$ cat src/rtl/async_fifo_rd_burst_master_pkg.sv
// Shared definitions for the async FIFO read-side burst master.
//   DSIZE_DEF  default FIFO data width
//   LEN_W_DEF  default width of burst length and word counters
//   state_e    burst-control FSM states
package async_fifo_rd_pkg;

  localparam int DSIZE_DEF = 8;
  localparam int LEN_W_DEF = 8;

  typedef enum logic [1:0] {
    IDLE  = 2'd0,
    BURST = 2'd1,
    DRAIN = 2'd2,
    DONE  = 2'd3
  } state_e;

endpackage

$ cat src/rtl/async_fifo_rd_burst_master_if.sv
// Downstream valid/ready stream produced by the burst master.
//   m_valid  word on m_data is valid
//   m_ready  sink accepts the word this cycle
//   m_data   stream word
//   m_last   final word of the burst (qualified by m_valid)
// master: the producer (burst master); slave: the sink.
interface async_fifo_rd_burst_master_if #(
  parameter int DSIZE = async_fifo_rd_pkg::DSIZE_DEF
) ();

  logic             m_valid;
  logic             m_ready;
  logic [DSIZE-1:0] m_data;
  logic             m_last;

  modport master (output m_valid, output m_data, output m_last, input m_ready);
  modport slave  (input m_valid, input m_data, input m_last, output m_ready);

endinterface

$ cat src/rtl/async_fifo_rd_burst_master_skid_buf.sv
// Two-entry valid/ready output buffer with a per-entry last tag.
//   clk, rst_n  clock and synchronous active-low reset
//   in_valid    push strike; ignored while the buffer is full
//   in_data     word to store
//   in_last     last-of-burst tag stored alongside the word
//   count       occupancy (0..2), lets the producer throttle itself
//   out_valid   head entry present
//   out_data    head word (zero after reset)
//   out_last    head tag, gated by out_valid
//   out_ready   sink accepts the head this cycle
// A push and a pop in the same cycle leave the occupancy unchanged, so the
// buffer sustains one word per cycle.
module fifo_rd_skid_buf #(
  parameter int DSIZE = 8
) (
  input  logic             clk,
  input  logic             rst_n,
  input  logic             in_valid,
  input  logic [DSIZE-1:0] in_data,
  input  logic             in_last,
  output logic [1:0]       count,
  output logic             out_valid,
  output logic [DSIZE-1:0] out_data,
  output logic             out_last,
  input  logic             out_ready
);

  logic [DSIZE-1:0] mem_data [2];
  logic             mem_last [2];
  logic             wr_ptr;
  logic             rd_ptr;
  logic             push;
  logic             pop;

  assign push      = in_valid && (count != 2'd2);
  assign pop       = out_ready && (count != 2'd0);
  assign out_valid = (count != 2'd0);
  assign out_data  = mem_data[rd_ptr];
  assign out_last  = out_valid && mem_last[rd_ptr];

  always_ff @(posedge clk) begin
    if (!rst_n) begin
      // NOTE: the two storage entries are reset as well, so out_data reads
      // zero after reset instead of whatever the flops powered up with.
      mem_data[0] <= '0;
      mem_data[1] <= '0;
      mem_last[0] <= 1'b0;
      mem_last[1] <= 1'b0;
      wr_ptr      <= 1'b0;
      rd_ptr      <= 1'b0;
      count       <= 2'd0;
    end else begin
      if (push) begin
        mem_data[wr_ptr] <= in_data;
        mem_last[wr_ptr] <= in_last;
        wr_ptr           <= ~wr_ptr;
      end
      if (pop) begin
        rd_ptr <= ~rd_ptr;
      end
      case ({push, pop})
        2'b10:   count <= count + 2'd1;
        2'b01:   count <= count - 2'd1;
        default: count <= count;
      endcase
    end
  end

endmodule

$ cat src/rtl/async_fifo_rd_burst_master.sv
// Read-side burst master for the async FIFO, entirely in the rclk domain.
//   rclk, rrst_n  read clock and synchronous active-low reset
//   rempty        FIFO empty flag
//   rdata         FIFO first-word-fall-through read data
//   rinc          pop strobe to the FIFO
//   start         one-cycle command strobe, honoured only when idle
//   burst_len     number of words to read, sampled with an accepted start
//   busy          high from accepted start through the done pulse
//   done          one-cycle pulse once the whole burst has been handed off
//   words_out     words handed downstream in the current/last burst
//   strm          downstream valid/ready stream (master side)
// Popped words pass through a two-entry skid buffer; rinc depends only on
// registered state and rempty, never on the downstream ready.
module async_fifo_rd_burst_master
  import async_fifo_rd_pkg::*;
#(
  parameter int DSIZE = DSIZE_DEF,
  parameter int LEN_W = LEN_W_DEF
) (
  input  logic                          rclk,
  input  logic                          rrst_n,
  input  logic                          rempty,
  input  logic [DSIZE-1:0]              rdata,
  output logic                          rinc,
  input  logic                          start,
  input  logic [LEN_W-1:0]              burst_len,
  output logic                          busy,
  output logic                          done,
  output logic [LEN_W-1:0]              words_out,
  async_fifo_rd_burst_master_if.master  strm
);

  state_e           state_q;
  state_e           state_d;
  logic [LEN_W-1:0] remaining_q;
  logic [LEN_W-1:0] words_out_q;
  logic [1:0]       buf_count;
  logic             out_valid;
  logic [DSIZE-1:0] out_data;
  logic             out_last;
  logic             handshake;
  logic             accept;

  assign accept    = (state_q == IDLE) && start;
  assign rinc      = (state_q == BURST) && !rempty && (remaining_q != '0) && (buf_count < 2'd2);
  assign handshake = out_valid && strm.m_ready;

  assign busy      = (state_q != IDLE);
  assign done      = (state_q == DONE);
  assign words_out = words_out_q;

  assign strm.m_valid = out_valid;
  assign strm.m_data  = out_data;
  assign strm.m_last  = out_last;

  // The word popped while one remains is the final word of the burst.
  fifo_rd_skid_buf #(.DSIZE(DSIZE)) u_skid (
    .clk       (rclk),
    .rst_n     (rrst_n),
    .in_valid  (rinc),
    .in_data   (rdata),
    .in_last   (remaining_q == LEN_W'(1)),
    .count     (buf_count),
    .out_valid (out_valid),
    .out_data  (out_data),
    .out_last  (out_last),
    .out_ready (strm.m_ready)
  );

  always_comb begin
    // NOTE: default assigned first so every path drives state_d and no
    // latch is inferred.
    state_d = state_q;
    case (state_q)
      IDLE:    if (start) state_d = (burst_len != '0) ? BURST : DONE;
      BURST:   if (rinc && (remaining_q == LEN_W'(1))) state_d = DRAIN;
      DRAIN:   if (buf_count == 2'd0) state_d = DONE;
      DONE:    state_d = IDLE;
      default: state_d = IDLE;
    endcase
  end

  always_ff @(posedge rclk) begin
    // NOTE: non-blocking assignments so every register samples the
    // pre-edge values regardless of statement order.
    if (!rrst_n) begin
      state_q     <= IDLE;
      remaining_q <= '0;
      words_out_q <= '0;
    end else begin
      state_q <= state_d;
      if (accept) begin
        remaining_q <= burst_len;
        words_out_q <= '0;
      end else begin
        if (rinc)      remaining_q <= remaining_q - LEN_W'(1);
        if (handshake) words_out_q <= words_out_q + LEN_W'(1);
      end
    end
  end

endmodule
$ cat src/flat_wrapper.sv
// flat-port wrapper written by rule: the top's interface ports become plain ports
module async_fifo_rd_burst_master_flat import async_fifo_rd_pkg::*;
#(
  parameter int DSIZE = DSIZE_DEF,
  parameter int LEN_W = LEN_W_DEF
)
  (rclk, rrst_n, rempty, rdata, rinc, start, burst_len, busy, done, words_out, strm_m_valid, strm_m_data, strm_m_last, strm_m_ready);
  async_fifo_rd_burst_master_if #(.DSIZE(DSIZE)) strm_i ();
  input  logic rclk;
  input  logic rrst_n;
  input  logic rempty;
  input  logic [DSIZE-1:0] rdata;
  output logic rinc;
  input  logic start;
  input  logic [LEN_W-1:0] burst_len;
  output logic busy;
  output logic done;
  output logic [LEN_W-1:0] words_out;
  output wire logic [$bits(strm_i.m_valid)-1:0] strm_m_valid;
  output wire logic [$bits(strm_i.m_data)-1:0] strm_m_data;
  output wire logic [$bits(strm_i.m_last)-1:0] strm_m_last;
  input wire logic [$bits(strm_i.m_ready)-1:0] strm_m_ready;
  assign strm_m_valid = strm_i.m_valid;
  assign strm_m_data = strm_i.m_data;
  assign strm_m_last = strm_i.m_last;
  assign strm_i.m_ready = strm_m_ready;
  async_fifo_rd_burst_master #(.DSIZE(DSIZE), .LEN_W(LEN_W)) u_core (.rclk(rclk), .rrst_n(rrst_n), .rempty(rempty), .rdata(rdata), .rinc(rinc), .start(start), .burst_len(burst_len), .busy(busy), .done(done), .words_out(words_out), .strm(strm_i));
endmodule
$ cat config.mk
export PLATFORM = sky130hd
export DESIGN_NAME = async_fifo_rd_burst_master_flat
export DESIGN_NICKNAME = d
export VERILOG_FILES = /design/src/rtl/async_fifo_rd_burst_master_pkg.sv /design/src/rtl/async_fifo_rd_burst_master_if.sv /design/src/rtl/async_fifo_rd_burst_master_skid_buf.sv /design/src/rtl/async_fifo_rd_burst_master.sv /design/src/flat_wrapper.sv
export SDC_FILE = /design/constraint.sdc
export NUM_CORES = 1
export LEC_CHECK = 0
export CAP_MARGIN = 20
export CORE_ASPECT_RATIO = 1.75
export CORE_MARGIN = 5
export CORE_UTILIZATION = 60
export DETAILED_ROUTE_END_ITERATION = 12
export DONT_BUFFER_PORTS = 1
export PLACE_DENSITY = 0.76
export SLEW_MARGIN = 20
export SYNTH_ARGS = -nofsm -noshare
export SYNTH_HDL_FRONTEND = slang
export SYNTH_HIERARCHICAL = 1
export SYNTH_SLANG_ARGS = --single-unit
$ cat constraint.sdc
create_clock -name rclk -period 3.6 [get_ports rclk]
set_input_delay 0.9 -clock rclk [delete_from_list [all_inputs] [get_ports rclk]]
set_output_delay 0.9 -clock rclk [all_outputs]
set_load 0.05 [all_outputs]
# Word-level counts from Yosys, hierarchy flattened
# Memories as Yosys holds them, arrays and structs flattened. A register that Yosys moved wholly into a read port is not among the register bits.
# Index checks and enable logic that the tools add are counted.
classes:
  add_sub_neg: 4
  n_reduce_logical: 21
  mux: 22
  n_lt_le_gt_ge: 1
  bitwise_logic: 3
  eq_ne: 10
op_table:
  columns: ["operator", "n"]
  rows:
  - ["$mux 8", 3]
  - ["$reduce_bool 8->1", 2]
  - ["$mux 1", 13]
  - ["$add 8x1->8 const B", 1]
  - ["$eq 8x1->1 const B", 1]
  - ["$logic_and 1x1->1", 8]
  - ["$mux 2", 4]
  - ["$pmux 2 s4", 1]
  - ["$reduce_bool 2->1", 4]
  - ["$reduce_or 8->1", 1]
  - ["$sub 8x1->8 const B", 1]
  - ["$eq 2x2->1 const B", 3]
  - ["$ne 2x2->1 const B", 3]
  - ["$eq 2x1->1 const B", 2]
  - ["$logic_not 2->1", 2]
  - ["$pmux 2 s2", 1]
  - ["$not 1->1", 3]
  - ["$reduce_and 3->1", 1]
  - ["$add 2x1->2 const B", 1]
  - ["$lt 2x2->1 const B", 1]
  - ["$ne 2x1->1 const B", 1]
  - ["$reduce_or 2->1", 1]
  - ["$sub 2x1->2 const B", 1]
  - ["$logic_not 1->1", 1]
  - ["$reduce_or 1->1", 1]
word_totals:
  memories: 2
  elab_cells: 69
  ram_bits: 18
  regBits: 22
  input_bits: 21
  output_inout_bits: 21
memory_table:
  columns: ["memory", "words", "width", "read_ports", "rd_clocked_by_memory_dff", "write_ports", "line_no", "text"]
  rows:
  - ["u_core.u_skid.mem_data", 2, 8, 1, 1, 2, "async_fifo_rd_burst_master_skid_buf.sv:28", "logic [DSIZE-1:0] mem_data [2];"]
  - ["u_core.u_skid.mem_last", 2, 1, 1, 1, 2, "async_fifo_rd_burst_master_skid_buf.sv:29", "logic mem_last [2];"]

# Depth between registers and ports, before layout
# Gate-level depths: netlist (run 1).
logic_depth:
  depth_word: 10
  ltp_mapped: 9
  mapped_depth_nobuf: 9

# By module
# Netlist (run 1), hierarchy kept.
modules_own_cells:
  columns: ["module", "seq_area_each_um2", "area_per_inst_um2", "n_inst", "cells_each"]
  rows:
  - ["async_fifo_rd_burst_master", 360.3, 1062.3, 1, 121]
  - ["fifo_rd_skid_buf", 620.6, 1026.0, 1, 81]

# Worst setup path after synthesis (run 1)
# No wires, ideal clock.
synth_timing:
  kind: "input port to flip-flop"
  start: "in rempty"
  end: "mem u_core.u_skid.mem_data[1][0], enable pin"
  setup_ps: 384
  n_path_buf: 0
  t_arrival_ps: 2931
  slack_ps: 285
  t_required_ps: 3216
  cell_stages: 4
  cell_sequence: "or3b_4 > a31oi_2 > nand2b_1 > o21ai_0"
synth_lines:
  columns: ["element", "line_no", "text"]
  rows:
  - ["from (decl)", "flat_wrapper.sv:11", "input logic rempty;"]
  - ["to (decl)", "async_fifo_rd_burst_master_skid_buf.sv:28", null]

# Final worst setup path (run 1)
layout_timing:
  start: "reg u_core.state_q[1]"
  end: "out rinc"
layout_via:
  elab_chain_len: 4
layout_lines:
  columns: ["element", "line_no", "text"]
  rows:
  - ["from (decl)", "async_fifo_rd_burst_master.sv:33", "state_e state_q;"]
  - ["from (signal assigned)", "async_fifo_rd_burst_master.sv:91", "state_q <= state_d;"]
  - ["$eq 2x1->1", "async_fifo_rd_burst_master.sv:45", "assign rinc = (state_q == BURST) && !rempty && (remaining_q != '0) && (buf_count < 2'd2);"]
  - ["$logic_and 1x1->1 (3 in series)", "async_fifo_rd_burst_master.sv:45", null]
  - ["to (decl)", "flat_wrapper.sv:13", "output logic rinc;"]
# Every way passes these cells.

==> results.md, run 1 <==
* Most used DFF post-synth: dfxtp_1
* Max_cap viols at 0
* Most instantiated cells after synthesis: 25 x dfxtp_1, 17 x and2_1, 16 x edfxtp_1, 16 x nor2_1, 14 x nand2_1
* Mean Syn Cell Area at slightly above 10 sq um
* # rows at 28
* Period utilization at between 70% and 80%
* Clock root buffer: clkbuf_8
* Syn. warnings at 6
* Die outline height at slightly below 90 um
* Cell leakage power at ~0.83 nW
* Port buffer count at 0
* Sequential share of power at about two fifths
* Post-CTS sizing at 0
* Clock network fraction of total power at a little over a fifth
* H-tree levels at 2
* Register bit total from synthesis at 41
* Comb pwr share at between 30% and 40%
* Clock Tree Buf Depth at 2
* Yosys top cell area share at roughly a quarter
* PD cells at between 700 and 800 mW/mm^2
* Final setup skew at approximately 0.0056 ns
* Initial antenna violation count at 0
* Fmax at approximately 360 MHz
* Routability Congestion at about 0.85
* Worst-margin pin slew at between 0.8 and 0.9 ns
* Final Hold Violating Endpoints at 0
* Part of the Yosys area used for sequential elements at between 40% and 50%
* Postcts setup bufs at 0
* Skew-Pair Late Insertion Delay at 0.29 ns
* Global-route wire length before repair at slightly below 7000 um
* Clock-pin slew on the worst setup and hold paths at ~0.070 ns
* Layout cells sized above 1 at 12.5%
* Outcome: finished, final reports clean
* Setup violators final at 0
* Crit end category: output port
* Cell Area, Synth at 0.00209 sq mm
* TritonCTS Buffers at 5
* CTS Hold Buffers Added at 0
* DRC viols at 0
* Place WS at 0.889 ns
* Crit Path Class: reg2out
* Pint at about 1 mW
* Wire per inst at roughly 16 um
* Worst hold stages at 2
* Final net count at 238
* Netlist cell types at 47
* Worst Hold Class: reg2reg
* Fin crit period at about 2.8 ns
* Detail Route Antenna Nets at 0
* EDFF count, synth at 16
* Core Util, Final at 67.0%
* Largest net degree at the start of global routing at 19
* Mapped Nets at roughly 230
* NetSw at 701 uW
* Final TNS setup at 0 ns
* RSZ-0062 raised after global routing: false
* Rel. slew slack at roughly two fifths
* CP Data Arrival Time at approximately 1.9 ns
* Worst EP required at approximately 2.7 ns
* Vias in the first global route at about 1500
* Grt total ovfl at 0
* Starting density of the core at around 62%
* Dominant cells by area after synthesis: dfxtp_1 24%, edfxtp_1 23%, ha_1 6.0%
* DR vias/cell at around 5.9
* Switching part of the total at between 40% and 50%
* 1st-iter DRT viols at 44
* Final worst slack at roughly 0.83 ns
* Die area at 0.00481 sq mm
* Area leader, netlist: dfxtp_1
* Final Slew Violations at 0
* Count leader, synth: dfxtp_1
* Crit path max fanout at 8
* Area grow syn2layout at 7.85%
* Syn Inst Count at approximately 200
* Clock sinks at 41
* Dpl cell area at about 0.0021 sq mm
* GRT Total Usage at approximately 20%
* Die Wd at ~55 um
* IO Count at 42
* CTS tree: built
* Synth async-reset ratio at 0%
* Via count at 1504
* Detailed placement HPWL at 3310 um
* Drt total wl at ~4100 um
* FF-to-FF path depth at 7
* CP startpoint kind: flop
* Core ar. at 0.00336 sq mm
* Design area at 0.00225 sq mm
* Ant. Diodes at 0
* Peak VDD IR at between 0.6 and 0.7 mV
* Drt pass-1 iters at 4
[state kept, by name, summed over array words and instances, names as in the netlist, named ones only]
register	flops
u_core/u_skid/mem_data	16
u_core/remaining_q	8
u_core/words_out	8
u_core/state_q	2
u_core/u_skid/count	2
u_core/u_skid/mem_last	2
u_core/u_skid/rd_ptr	1
u_core/u_skid/wr_ptr	1
[power groups by stage]
| stage | registers [mW] | logic (mW) | clock network (mW) |
|---|---|---|---|
| global route | 0.682 | 0.744 | 0.390 |
| global placement | 0.672 | 0.657 | 0 |
| detailed placement | 0.678 | 0.677 | 0 |
| finish | 0.668 | 0.678 | 0.358 |
| floorplan | 0.645 | 0.588 | 0 |
| CTS | 0.668 | 0.682 | 0.365 |
[metal layers]
| layer | global-route usage [%] | share of wire, % | vias to the layer above |
|---|---|---|---|
| li1 | - | - | 738 |
| met1 | 17.5 | 32 | 706 |
| met2 | 38.0 | 58 | 50 |
| met3 | 6.13 | 6.7 | 10 |
| met4 | 8.84 | 2.5 | 0 |
| met5 | 0 | 0 | - |
[critical path, stage by stage, from the launching register on]
cell and delay [ns]:
dfxtp_1 0.34, inv_1 0.11, ha_1 0.21, or3b_4 0.41, a31oi_2 0.22, buf_4 0.29
[layout make-up]
class | instances | area, sq um
fillers | 277 | 1110
multi-input cells | 147 | 1050
flip-flops and latches | 41 | 981
clock buffers | 6 | 72.6
well taps | 45 | 56.3
inverters | 10 | 37.5
clock inverters | 2 | 35.0
repair buffers | 2 | 15.0
[cell families (layout without fill, tap and decap cells)]
family | after synthesis | in the layout | synth area share [%]
buffers and inverters | 14 | 20 | 2.52
AND/OR/NAND/NOR | 79 | 79 | 22.3
adder cells (fa/ha/maj) | 10 | 10 | 5.99
flip-flops | 41 | 41 | 47.0
multiplexers | 11 | 11 | 5.75
XOR/XNOR | 14 | 14 | 5.87
AO/OA/AOI/OAI | 33 | 33 | 10.5
[layout by cell type, fill, tap and decap left out, types with 5 or more instances in the layout]
| master | instances |
|---|---|
| nor2_1 | 16 |
| nand2_1 | 14 |
| and2_1 | 17 |
| inv_1 | 8 |
| xor2_1 | 8 |
| xnor2_1 | 6 |
| a21oi_1 | 6 |
| edfxtp_1 | 16 |
| o21ai_0 | 9 |
| dfxtp_1 | 25 |
| ha_1 | 10 |
| mux2_2 | 8 |
| clkbuf_8 | 5 |
[per-stage QoR]
| step | power, mW | hold WS, ns | std cells |
|---|---|---|---|
| floorplan | 1.23 | 0.444 | 202 |
| global placement | 1.33 | 0.466 | 245 |
| detailed placement | 1.36 | 0.471 | 245 |
| CTS | 1.71 | 0.488 | 253 |
| global route | 1.82 | 0.509 | 253 |
| finish | 1.70 | 0.488 | 253 |
[path summary, 6_finish.rpt]
path	startpoint	end	slack [ns]
worst min-delay path	u_core/u_skid/mem_last[1]	u_core/u_skid/mem_last[1]	0.49
worst min register to register	u_core/u_skid/mem_last[1]	u_core/u_skid/mem_last[1]	0.49
worst max-delay path	u_core/state_q[1]	rinc	0.83
worst max register to register	u_core/state_q[1]	u_core/u_skid/mem_data[0][7]	1.16
(Power assumes the default switching activity.)
==> run 2: changes to the inputs <==
clock period = 2.59 ns   (was 3.6 ns; I/O delays follow)
==> results.md, run 2 (same netlist as run 1, synthesis figures left out) <==
* Detail Route Antenna Nets at 0 (unchanged)
* Crit path max fanout at 8 (unchanged)
* Core ar. at 0.00336 sq mm (unchanged)
* FILL cells at 285 (+2.9%)
* Vias in the first global route at 1564 (+2.9%)
* Outcome: finished, final reports clean
* Die area at 0.00481 sq mm (unchanged)
* Max_cap viols at 0 (unchanged)
* Design area at 0.00228 sq mm (+1.3%)
* Global-route wire length before repair at 6880 um (-0.69%)
* Grt total ovfl at 0 (unchanged)
* RR Startpoint: u_core/state_q[1]
* Die outline height at 88.0 um (unchanged)
* Final net count at 240 (+0.84%)
* TritonCTS Buffers at 5 (unchanged)
* Switching part of the total at 41.3% (+0.16 points)
* Setup violators final at 0 (unchanged)
* DR vias/cell at 5.92 (-0.39%)
* Rel. slew slack at 58.0% (+17 points)
* 1st-iter DRT viols at 33 (-25%)
* Routability Congestion at 0.924 (+8.5%)
* FF-to-FF path depth at 8 (+1)
* Worst EP required at 1.94 ns (-0.76 ns)
* Sequential share of power at 38.5% (-0.7 points)
* Critical path startpoint: u_core/state_q[1]
* Crit end category: output port
* Area occupied by multi-input gates at 0.00107 sq mm (+1.1%)
* Port buffer count at 0 (unchanged)
* CTS Hold Buffers Added at 0 (unchanged)
* Via count at 1510 (+0.40%)
* Place WS at 0.281 ns (-0.608 ns)
* Die Wd at 54.6 um (unchanged)
* DRC viols at 0 (unchanged)
* Initial antenna violation count at 0 (unchanged)
* Pint at 1.42 mW (+41%)
* Worst hold stages at 2 (unchanged)
* Post-CTS sizing at 0 (unchanged)
* NetSw at 995 uW (+42%)
* Clock sinks at 41 (unchanged)
* Clock Tree Buf Depth at 2 (unchanged)
* Fmax at about 410 MHz
* IO Count at 42 (unchanged)
* CTS tree: built
* Clock-pin slew on the worst setup and hold paths at 0.07 ns (about the same)
* PD cells at 1060 mW/mm^2 (+40%)
* Skew-Pair Late Insertion Delay at 0.29 ns (about the same)
* Register area at 981 sq um (unchanged)
* Wire per inst at 16.7 um (+1.9%)
* Clock network fraction of total power at 20.5% (-0.5 points)
* Crit Path Class: reg2out
* # rows at 28 (unchanged)
* GRT Total Usage at 19.9% (+0.027 points)
* Flop2flop setup slack at 0.25 ns (-0.91 ns)
* CP startpoint kind: flop
* Final Slew Violations at 0 (unchanged)
* Most common cell after layout, fill and taps aside: dfxtp_1
* Ant. Diodes at 0 (unchanged)
* Dpl cell area at 0.00217 sq mm (+1.2%)
* Area grow syn2layout at 9.29%
* Commonest non-fill, non-tap cells in the layout: 25 x dfxtp_1, 17 x and2_1, 16 x nor2_1, 16 x edfxtp_1, 13 x nand2_1
* Drt total wl at 4260 um (+2.7%)
* Peak VDD IR at 0.757 mV (+14%)
* Cell leakage power at 0.845 nW (+1.4%)
* Starting density of the core at 62.1% (unchanged)
* Layout cells sized above 1 at 13.8% (+1.3 points)
* Core Util, Final at 67.9% (+0.89 points)
* Final setup skew at 0.00258 ns (-0.00297 ns)
* Largest net degree at the start of global routing at 19 (unchanged)
* Fin crit period at between 2 and 2.5 ns
* Clock root buffer: clkbuf_8
* Final worst slack at 0.121 ns (-0.705 ns)
* Tot Pwr at 2.41 mW (+41%)
* Reg2reg end: u_core/u_skid/count[1]
* End point of the critical path: rinc
* Detailed placement HPWL at 3380 um (+2.2%)
* Period utilization at a little over nine tenths
* Largest register FFs at 16 (unchanged)
* Comb pwr share at 41.1% (+1.3 points)
* CP Data Arrival Time at 1.82 ns (-0.05 ns)
* Final Hold Violating Endpoints at 0 (unchanged)
* Worst-margin pin slew at 0.629 ns (-0.249 ns)
* Postcts setup bufs at 0 (unchanged)
* Biggest register: u_core/u_skid/mem_data
* Final TNS setup at 0 ns (unchanged)
* H-tree levels at 2 (unchanged)
* RSZ-0062 raised after global routing: false
* Worst Hold Class: reg2reg
* Drt pass-1 iters at 4 (unchanged)
[run 2: changes by cell type in the layout (fill, tap and decap cells not counted), sizes merged]
cell,previous run,this run
buf,2,4
[run 2: worst min path at each step]
stage                         startpoint                   endpoint  slack [ns]
6_report       u_core/u_skid/mem_last[1]  u_core/u_skid/mem_last[1]        0.48
5_1_grt        u_core/u_skid/mem_last[1]  u_core/u_skid/mem_last[1]        0.50
4_1_cts        u_core/u_skid/mem_last[1]  u_core/u_skid/mem_last[1]        0.49
3_5_place_dp   u_core/u_skid/mem_last[1]  u_core/u_skid/mem_last[1]        0.47
3_3_place_gp   u_core/u_skid/mem_last[0]  u_core/u_skid/mem_last[0]        0.47
2_1_floorplan  u_core/u_skid/mem_last[0]  u_core/u_skid/mem_last[0]        0.44
[run 2: stage by stage]
step           hold WS, ns  instances
6_report             0.485        255
5_1_grt              0.501        255
4_1_cts              0.486        255
3_5_place_dp         0.468        247
3_3_place_gp         0.469        247
2_1_floorplan        0.444        202
[run 2: final cells by class]
cell class	count	area share, %
clock inverter	2	1.54
inverter	10	1.64
sequential	41	43.0
clock buffer	6	3.18
multi-input combinational	147	46.7
tap	45	2.47
timing repair buffer	4	1.48
[run 2: critical path, stage by stage (launching register included)]
cell	delay, ns
dfxtp_1	0.35
inv_1	0.12
ha_1	0.21
or3b_4	0.42
a31oi_4	0.21
buf_6	0.22
[run 2: routing by layer]
metal  track usage (%)  wire (um)  share of wire, %  vias up
li1                  -          -                 -      743
met5                 0          0                 0        -
met3              5.96        283               6.6       13
met1              17.6       1380                32      710
met2              36.6       2420                57       44
met4              12.0        176               4.1        0
[run 2: power groups by stage]
stage | logic [mW] | registers, mW | clock network (mW)
floorplan | 0.834 | 0.897 | 0
global placement | 0.950 | 0.933 | 0
detailed placement | 0.986 | 0.942 | 0
CTS | 0.994 | 0.928 | 0.508
global route | 1.07 | 0.950 | 0.540
finish | 0.990 | 0.928 | 0.493
==> run 3: changes to the inputs <==
GPL_ROUTABILITY_DRIVEN = 0   (was not set)
==> results of run 3 <==
Final layout, timing and power as in run 2 (identical DEF).
